--- config.mk ---
export PLATFORM = sky130hd
export DESIGN_NAME = uart_receiver_with_peripheral
export DESIGN_NICKNAME = d
export VERILOG_FILES = /design/src/rtl/uart_receiver_with_peripheral.sv
export SDC_FILE = /design/constraint.sdc
export NUM_CORES = 1
export LEC_CHECK = 0
export CORE_UTILIZATION = 57
export DETAILED_ROUTE_END_ITERATION = 8
export PLACE_DENSITY_LB_ADDON = 0.05
export SYNTH_ARGS = -nofsm -noshare
export SYNTH_HDL_FRONTEND = slang
export SYNTH_SLANG_ARGS = --single-unit
export TNS_END_PERCENT = 5
--- constraint.sdc ---
create_clock -name i_clock -period 2.5 [get_ports i_clock]
set_input_delay 0.75 -clock i_clock [delete_from_list [all_inputs] [get_ports i_clock]]
set_output_delay 0.75 -clock i_clock [all_outputs]
set_load 0.1 [all_outputs]
--- src/rtl/uart_receiver_with_peripheral.sv ---
// ---------------------------------------------------------------------------
// uart_receiver_with_peripheral
//
// 8N1-style UART receiver with a small keyboard-key decoder on the received
// byte. The serial line is synchronized into the clock domain and a
// five-state FSM samples the start bit at mid-bit and the data and stop bits
// at one-bit intervals after that. A good frame loads o_data and strobes
// o_valid. A bad stop bit strobes o_frame_error, and the receiver then waits
// for the line to return high before it looks for another start bit.
//
// Ports
//   i_clock        : single clock, rising edge
//   i_resetL       : asynchronous active-low reset
//   i_RX           : serial input, idle high, asynchronous to i_clock
//   o_data         : last correctly framed byte
//   o_valid        : one-clock strobe, new o_data
//   o_frame_error  : one-clock strobe, stop bit sampled low
//   o_busy         : registered, high whenever the FSM is not idle
//   o_key_a/s/d/w  : one-hot flags for the last decoded byte 'a','s','d','w'
// ---------------------------------------------------------------------------
`timescale 1ns/100ps

module uart_receiver_with_peripheral #(
    parameter int DATA_WIDTH          = 8,
    parameter int BIT_COUNTER_WIDTH   = 3,
    parameter int CLOCK_COUNTER_WIDTH = 21,
    parameter int CLOCKS_PER_BIT      = 434
) (
    input  logic                  i_clock,
    input  logic                  i_resetL,
    input  logic                  i_RX,
    output logic [DATA_WIDTH-1:0] o_data,
    output logic                  o_valid,
    output logic                  o_frame_error,
    output logic                  o_busy,
    output logic                  o_key_a,
    output logic                  o_key_s,
    output logic                  o_key_d,
    output logic                  o_key_w
);

    localparam logic [CLOCK_COUNTER_WIDTH-1:0] HALF_BIT_LAST =
        CLOCK_COUNTER_WIDTH'(CLOCKS_PER_BIT / 2 - 1);
    localparam logic [CLOCK_COUNTER_WIDTH-1:0] FULL_BIT_LAST =
        CLOCK_COUNTER_WIDTH'(CLOCKS_PER_BIT - 1);
    localparam logic [BIT_COUNTER_WIDTH-1:0] LAST_BIT =
        BIT_COUNTER_WIDTH'(DATA_WIDTH - 1);

    localparam logic [DATA_WIDTH-1:0] KEY_A = DATA_WIDTH'(8'h61);
    localparam logic [DATA_WIDTH-1:0] KEY_S = DATA_WIDTH'(8'h73);
    localparam logic [DATA_WIDTH-1:0] KEY_D = DATA_WIDTH'(8'h64);
    localparam logic [DATA_WIDTH-1:0] KEY_W = DATA_WIDTH'(8'h77);

    typedef enum logic [2:0] {
        ST_IDLE,
        ST_START,
        ST_DATA,
        ST_STOP,
        ST_WAIT_HIGH
    } state_e;

    // Key flags packed as {a, s, d, w}.
    state_e                         state_q,     state_d;
    logic                           rx_meta_q;
    logic                           rx_s_q;
    logic [1:0]                     sync_fill_q, sync_fill_d;
    logic                           armed_q,     armed_d;
    logic [CLOCK_COUNTER_WIDTH-1:0] clk_cnt_q,   clk_cnt_d;
    logic [BIT_COUNTER_WIDTH-1:0]   bit_idx_q,   bit_idx_d;
    logic [DATA_WIDTH-1:0]          shift_q,     shift_d;
    logic [DATA_WIDTH-1:0]          data_q,      data_d;
    logic                           valid_q,     valid_d;
    logic                           ferr_q,      ferr_d;
    logic                           busy_q,      busy_d;
    logic [3:0]                     keys_q,      keys_d;

    // Two-flop synchronizer. Both flops reset high, which matches an idle line.
    // NOTE: sequential state uses non-blocking assignments only, so every flop
    // samples the pre-edge value of its neighbours and no evaluation-order race
    // exists between always_ff blocks.
    always_ff @(posedge i_clock or negedge i_resetL) begin
        if (!i_resetL) begin
            rx_meta_q <= 1'b1;
            rx_s_q    <= 1'b1;
        end else begin
            rx_meta_q <= i_RX;
            rx_s_q    <= rx_meta_q;
        end
    end

    // The synchronizer flops read back as 1 right after reset even if the line
    // is low. sync_fill marks when rx_s carries a real sample. armed is set
    // only once such a sample has shown the line high. This stops a line that
    // is held low through reset release from being taken as a start bit.
    always_comb begin
        sync_fill_d = {sync_fill_q[0], 1'b1};
        armed_d     = armed_q | (sync_fill_q[1] & rx_s_q);
    end

    // NOTE: every signal assigned in this block gets a default first. The case
    // arms then override only what they change, so no path can infer a latch.
    always_comb begin
        state_d   = state_q;
        clk_cnt_d = clk_cnt_q + 1'b1;
        bit_idx_d = bit_idx_q;
        shift_d   = shift_q;
        data_d    = data_q;
        valid_d   = 1'b0;
        ferr_d    = 1'b0;
        keys_d    = keys_q;

        unique case (state_q)
            ST_IDLE: begin
                // The counter is held at zero while waiting, so it can never
                // wrap here.
                clk_cnt_d = '0;
                if (armed_q && !rx_s_q) begin
                    state_d = ST_START;
                end
            end

            ST_START: begin
                if (clk_cnt_q == HALF_BIT_LAST) begin
                    clk_cnt_d = '0;
                    bit_idx_d = '0;
                    // A line that is high again at mid-start-bit was a glitch.
                    state_d   = rx_s_q ? ST_IDLE : ST_DATA;
                end
            end

            ST_DATA: begin
                if (clk_cnt_q == FULL_BIT_LAST) begin
                    clk_cnt_d = '0;
                    shift_d   = {rx_s_q, shift_q[DATA_WIDTH-1:1]};  // LSB first
                    if (bit_idx_q == LAST_BIT) begin
                        state_d = ST_STOP;
                    end else begin
                        bit_idx_d = bit_idx_q + 1'b1;
                    end
                end
            end

            ST_STOP: begin
                if (clk_cnt_q == FULL_BIT_LAST) begin
                    clk_cnt_d = '0;
                    if (rx_s_q) begin
                        data_d  = shift_q;
                        valid_d = 1'b1;
                        case (shift_q)
                            KEY_A:   keys_d = 4'b1000;
                            KEY_S:   keys_d = 4'b0100;
                            KEY_D:   keys_d = 4'b0010;
                            KEY_W:   keys_d = 4'b0001;
                            default: keys_d = 4'b0000;
                        endcase
                        state_d = ST_IDLE;
                    end else begin
                        // o_data and the key flags keep the last good byte.
                        ferr_d  = 1'b1;
                        state_d = ST_WAIT_HIGH;
                    end
                end
            end

            ST_WAIT_HIGH: begin
                clk_cnt_d = '0;
                if (rx_s_q) begin
                    state_d = ST_IDLE;
                end
            end

            default: begin
                clk_cnt_d = '0;
                state_d   = ST_IDLE;
            end
        endcase

        // Computed from the next state so that o_busy lines up with the state
        // register.
        busy_d = (state_d != ST_IDLE);
    end

    always_ff @(posedge i_clock or negedge i_resetL) begin
        if (!i_resetL) begin
            state_q     <= ST_IDLE;
            sync_fill_q <= '0;
            armed_q     <= 1'b0;
            clk_cnt_q   <= '0;
            bit_idx_q   <= '0;
            shift_q     <= '0;
            data_q      <= '0;
            valid_q     <= 1'b0;
            ferr_q      <= 1'b0;
            busy_q      <= 1'b0;
            keys_q      <= '0;
        end else begin
            state_q     <= state_d;
            sync_fill_q <= sync_fill_d;
            armed_q     <= armed_d;
            clk_cnt_q   <= clk_cnt_d;
            bit_idx_q   <= bit_idx_d;
            shift_q     <= shift_d;
            data_q      <= data_d;
            valid_q     <= valid_d;
            ferr_q      <= ferr_d;
            busy_q      <= busy_d;
            keys_q      <= keys_d;
        end
    end

    assign o_data        = data_q;
    assign o_valid       = valid_q;
    assign o_frame_error = ferr_q;
    assign o_busy        = busy_q;
    assign o_key_a       = keys_q[3];
    assign o_key_s       = keys_q[2];
    assign o_key_d       = keys_q[1];
    assign o_key_w       = keys_q[0];

endmodule

; Word level (Yosys, flattened, before mapping)
; Cells that the tools add are included.
[classes]
n_bitwise = 2
order_cmp = 0
n_mux = 23
n_mul = 0
n_div = 0
addsub = 2
n_shift = 0
reduce_logical = 9
n_eq_ne = 14
[ops]
columns = operator, n
row1 = 2-to-1 mux 21 bit, 2
row2 = case mux 21 bit (2 select lines), 1
row3 = "== test 8 x 7 -> 1 bit, second input constant", 4
row4 = 2-to-1 mux 3 bit, 10
row5 = "adder 21 x 1 -> 21 bit, second input constant", 1
row6 = "== test 21 x 8 -> 1 bit, second input constant", 1
row7 = "== test 21 x 9 -> 1 bit, second input constant", 1
row8 = case mux 4 bit (4 select lines), 1
row9 = case mux 3 bit (5 select lines), 1
row10 = "== test 3 x 2 -> 1 bit, second input constant", 2
row11 = "== test 3 bit, second input constant", 2
row12 = 2-to-1 mux 1 bit, 6
row13 = "!= test 2 bit, second input constant", 3
row14 = case mux 3 bit (2 select lines), 1
row15 = AND reduction 4 bit, 1
row16 = "adder 3 x 1 -> 3 bit, second input constant", 1
row17 = "== test 3 x 1 -> 1 bit, second input constant", 1
row18 = logical NOT 3 bit, 1
row19 = AND reduction 3 bit, 1
row20 = nonzero test 3 bit, 1
row21 = 2-to-1 mux 2 bit, 1
row22 = AND reduction 2 bit, 1
row23 = nonzero test 2 bit, 1
row24 = OR reduction 2 bit, 1
row25 = other kinds (4), 4
[totals]
ram_bits = 0
wordCells = 63
mem_count = 0
mem_bits_ro = 0
latch_bits = 0
input_bits = 3
register_bits = 55
output_inout_bits = 15

; Logic depth before layout (Yosys ltp)
[depth]
depth_word = 5
depth_mapped = 9
mapped_depth_nobuf = 7

; Worst setup path after synthesis
; Ideal clock, no wire load.
[synth_timing]
path_type = reg-to-reg
startpoint = register clk_cnt_q[1]
endpoint = register data_q[6] (netlist: o_data[6])
t_required_ns = 2.375
setup_ns = 0.125
stages_incl_launch_ff = 9
n_path_buf = 3
slack_ns = 0.189
t_arrival_ns = 2.186
synth_period_minus_slack_ns = 2.311
cell_sequence = dfrtp_1 > inv_1 > ha_1 > or4b_1 > buf_2 > or4_4 > buf_6 > buf_6 > mux2_4
[synth_between]
elab_chain_len = 2
[synth_lines]
columns = element, line_no
row1 = from (decl), 68  ; logic [CLOCK_COUNTER_WIDTH-1:0] clk_cnt_q, clk_cnt_d;
row2 = from (signal assigned), 200  ; clk_cnt_q <= clk_cnt_d;
row3 = == test 21 x 9 -> 1 bit, 144  ; if (clk_cnt_q == FULL_BIT_LAST) begin
row4 = AND reduction 3 bit (no source line), -
row5 = to (signal assigned), 203  ; data_q <= data_d;
row6 = to (decl), 71  ; logic [DATA_WIDTH-1:0] data_q, data_d;
; No other way between the ends.
; A chain may end at the register's enable or synchronous reset.

; Worst setup path after layout
[layout_timing]
startpoint = register clk_cnt_q[5]
endpoint = register bit_idx_q[0]
[layout_between]
elab_chain_len = 3
elab_cells_between_ends = 5
cone_classes = eq/ne (4) / reduce/logical (1)
[layout_lines]
columns = element, line_no
row1 = == test 21 x 9 -> 1 bit / == test 21 x 8 -> 1 bit (equally long branches), "132, 123"
row2 = != test 2 bit (no source line), -
row3 = AND reduction 4 bit (no source line) *, -
row4 = to (signal assigned), 201  ; bit_idx_q <= bit_idx_d;
row5 = to (decl), 69  ; logic [BIT_COUNTER_WIDTH-1:0] bit_idx_q, bit_idx_d;
; Every way passes the cells marked *; elsewhere a longest branch is shown, timed or not.

==> summary.txt <==
Detailed routing
  – Routed Wire Length: 4150 um
  – ANT nets after route: 0
  – Via density: 5.58
  – Iteration-0 DRC count of the detailed router: 97
  – Mean routed wirelength per cell: 14.1 um
  – Detailed-router iteration count before antenna repair: 4
  – Vias post-DR: 1645
  – DRC violation count after routing: 0

CTS
  – Maximum clock insertion buffer count: 2
  – Gates resized, CTS repair: 0
  – Hold buffer count at cts: 0
  – Number of setup buffers added after CTS: 0
  – CTS tree: yes
  – Clock Sinks: 55
  – Clock edge transition at the registers on the reported setup and hold paths: 0.10 ns
  – Clock latency at the later pin of the worst-skew pair: 0.31 ns
  – Num CTS Buffers: 5
  – H-tree Lvls: 2
  – Master cell of the clock root buffer: clkbuf_8

Yosys
  – XOR/XNOR share of the synthesized area: 6.74%
  – Post-synthesis share of cell area spent on full adders, half adders and majority gates: 2.53%
  – Part of the Yosys area used for sequential elements: 55.8%
  – Share of flip-flops with an asynchronous set or reset after synthesis: 100%
  – Number of warnings printed during yosys synthesis: 0
  – Synth Area in Compound Gates: 5.52%
  – Instance count of the mapped netlist: 221
  – Number of library cell types mapped by synthesis: 40
  – Combined area of all synthesized cells: 2470 um2
  – Mux contribution to synthesized area: 8.05%
  – Top cells by area, synth: dfrtp_1 54%, mux2_2 6.8%, nor2_1 5.0%, xnor2_1 4.3%, ha_1 2.5%
  – Fraction of post-synthesis cell area in the top cell type by area: 53.7%
  – Mean instance size in the synthesized netlist: 11.2 um2
  – Most instantiated cells after synthesis: 53 x dfrtp_1, 33 x nor2_1, 15 x mux2_2, 14 x nand2_1, 12 x xnor2_1
  – Post-synth net total: 229
  – Simple-gate portion of the synthesized area: 18.2%
  – Yosys reg bits: 55
  – Number of enable flip-flop cells after synthesis: 0
  – Biggest area consumer among synthesized cells: dfrtp_1
  – Largest family of logic cells by synthesized area: simple AND/OR/NAND/NOR gates
  – Flip-flop cell with the highest count after synthesis: dfrtp_1
  – Most repeated cell in the gate-level netlist after synthesis: dfrtp_1

Floorplanning
  – Number of standard-cell rows in the floorplan: 23
  – Die Footprint: 4600 um2
  – Number of I/O pins: 18
  – Initial Utilization: 60.4%
  – Core Area: 4090 um2
  – DIE HEIGHT: 67.8 um
  – Chip Width: 67.8 um

Worst setup path
  – Worst setup path category: reg2reg
  – Reg2Reg Depth: 6
  – Largest delay contributor family on the critical path: simple AND/OR/NAND/NOR gates
  – Crit. End Element: register
  – Stage delay of the slowest cell on the critical path: 0.51 ns
  – Slowest CP cell: or4b_1
  – Setup crit start kind: register
  – List of cells traversed by the critical path: nand4_1 > or4b_1 > buf_4 > nor4_1 > a31oi_1 > mux2_2
  – Number of gates on the worst path with buffers counted: 6
  – Number of buffer and inverter stages on the critical path: 1
  – Arr. time, crit path: 2.40 ns
  – Critical-path maximum fanout: 7
  – Worst path required time: 2.70 ns

Timing
  – Least-Margin Pin Slew: 0.523 ns
  – Worst slew margin: 64.8%
  – Setup skew after layout: 0.0114 ns
  – Post-route clock period utilization: 87.9%
  – Unrepaired setup endpoints after global routing: false
  – Fmax: 0.455 GHz
  – Final count of negative-setup-slack endpoints: 0
  – Setup_tns: 0 ns
  – Final hold vios: 0
  – Crit path time final: 2.20 ns
  – Final setup margin: 0.303 ns
  – Total count of max-transition violations in the final report: 0

Global route
  – Initial antenna violation count: 0
  – GRT Resource Usage Total: 21.1%
  – GRT overflow: 0
  – Vias in the first global route: 1576
  – First-pass GRT wire length: 7020 um
  – Pin count of the biggest net entering global routing: 56

Layout
  – Share of layout cells above drive strength 1: 21.6%
  – Area of all placed cells without fillers: 2810 um2
  – Relative area change from synthesis to final layout: 13.8%
  – Nets: 252
  – Filler Cells Inserted: 303
  – N_diodes: 0
  – Core occupancy in the finished layout: 68.8%
  – Final Non-Filler Cells: 295

Job
  – Maxcap violations: 0

Place
  – Placed Instance Area: 2680 um2
  – Instance count after placement with tap cells included: 287
  – Number of buffers inserted by port buffering: 17
  – Pre-CTS WS: 0.329 ns
  – Post-detailed-placement half-perimeter wirelength: 2840 um
  – Final weighted congestion in routability-driven placement: 0.822

Worst hold path
  – Min-Delay Path Class: reg2reg
  – Worst Hold Path Cells: 0

Run status
  – Outcome: finished clean

Power and ir drop
  – Leakage: 1.34 nW
  – Cell area power density: 687 nW/um2
  – Maximum vdd ir drop: 0.446 mV
## flip-flops by register name (all words and copies together) (netlist names), 2 cells and up
signal and count:
sync_fill_q 2, keys_q 4, state_q 3, bit_idx_q 3
shift_q 8, o_data 8, clk_cnt_q 21
## final cells by class
class / instances / area [um2] / area share [%]
inverters: 8 / 30.0 / 1.07
well taps: 50 / 62.6 / 2.23
clock buffers: 5 / 68.8 / 2.45
multi-input cells: 151 / 1020 / 36.2
repair buffers: 23 / 185 / 6.59
clock inverters: 3 / 67.6 / 2.40
flip-flops and latches: 55 / 1380 / 49.0
## routing by layer
| layer | vias to the layer above | wire [um] | global-route usage (%) |
|---|---|---|---|
| li1 | 803 | - | - |
| met1 | 790 | 1950 | 25.9 |
| met2 | 39 | 1940 | 33.8 |
| met3 | 13 | 146 | 5.67 |
| met4 | 0 | 110 | 11.5 |
| met5 | - | 0 | 0 |
## cell usage in the layout, fill, tap and decap left out, drive strengths merged, types with 3 or more instances in the layout
cell type	synthesis	layout
ha	5	5
xor2	7	7
inv	8	8
clkbuf	4	5
a21o	3	3
o21ai	4	4
nand2	14	14
mux2	17	17
nand4	7	7
nor2	33	33
nand3	8	8
nor4	6	6
xnor2	12	12
nor3	7	7
nor2b	3	3
dfrtp	53	53
buf	3	22
## per-stage QoR
| stage | hold slack (ns) | total power [mW] |
|---|---|---|
| after floorplan | 0.331 | 1.18 |
| after detailed placement | 0.344 | 1.27 |
| final | 0.360 | 1.93 |
| after CTS | 0.365 | 1.95 |
| after global placement | 0.335 | 1.25 |
| after global routing | 0.369 | 2.04 |
## path summary, 6_finish.rpt
path                                  end      startpoint  slack [ns]
setup reg to reg             bit_idx_q[0]    clk_cnt_q[5]        0.30
setup / recovery             bit_idx_q[0]    clk_cnt_q[5]        0.30
hold reg to reg            sync_fill_q[1]  sync_fill_q[0]        0.36
hold / removal             sync_fill_q[1]  sync_fill_q[0]        0.36
min in group asynchronous       keys_q[2]        i_resetL        0.41
max in group asynchronous          rx_s_q        i_resetL        1.78
## power breakdown
| group | switching (mW) | internal [mW] | leakage, nW | total (mW) |
|---|---|---|---|---|
| logic | 0.123 | 0.0959 | 0.545 | 0.219 |
| clock network | 0.282 | 0.399 | 0.0644 | 0.681 |
| registers | 0.0811 | 0.950 | 0.728 | 1.03 |
## kinds of logic (layout without fill, tap and decap cells)
| group | Yosys count | after routing |
|---|---|---|
| compound gates | 19 | 19 |
| xor+xnor | 19 | 19 |
| fa+ha+maj | 5 | 5 |
| buf+inv | 15 | 39 |
| flops | 55 | 55 |
| mux | 17 | 17 |
| other cells | 1 | 1 |
| simple gates | 90 | 90 |
(Power assumes the default switching activity.)
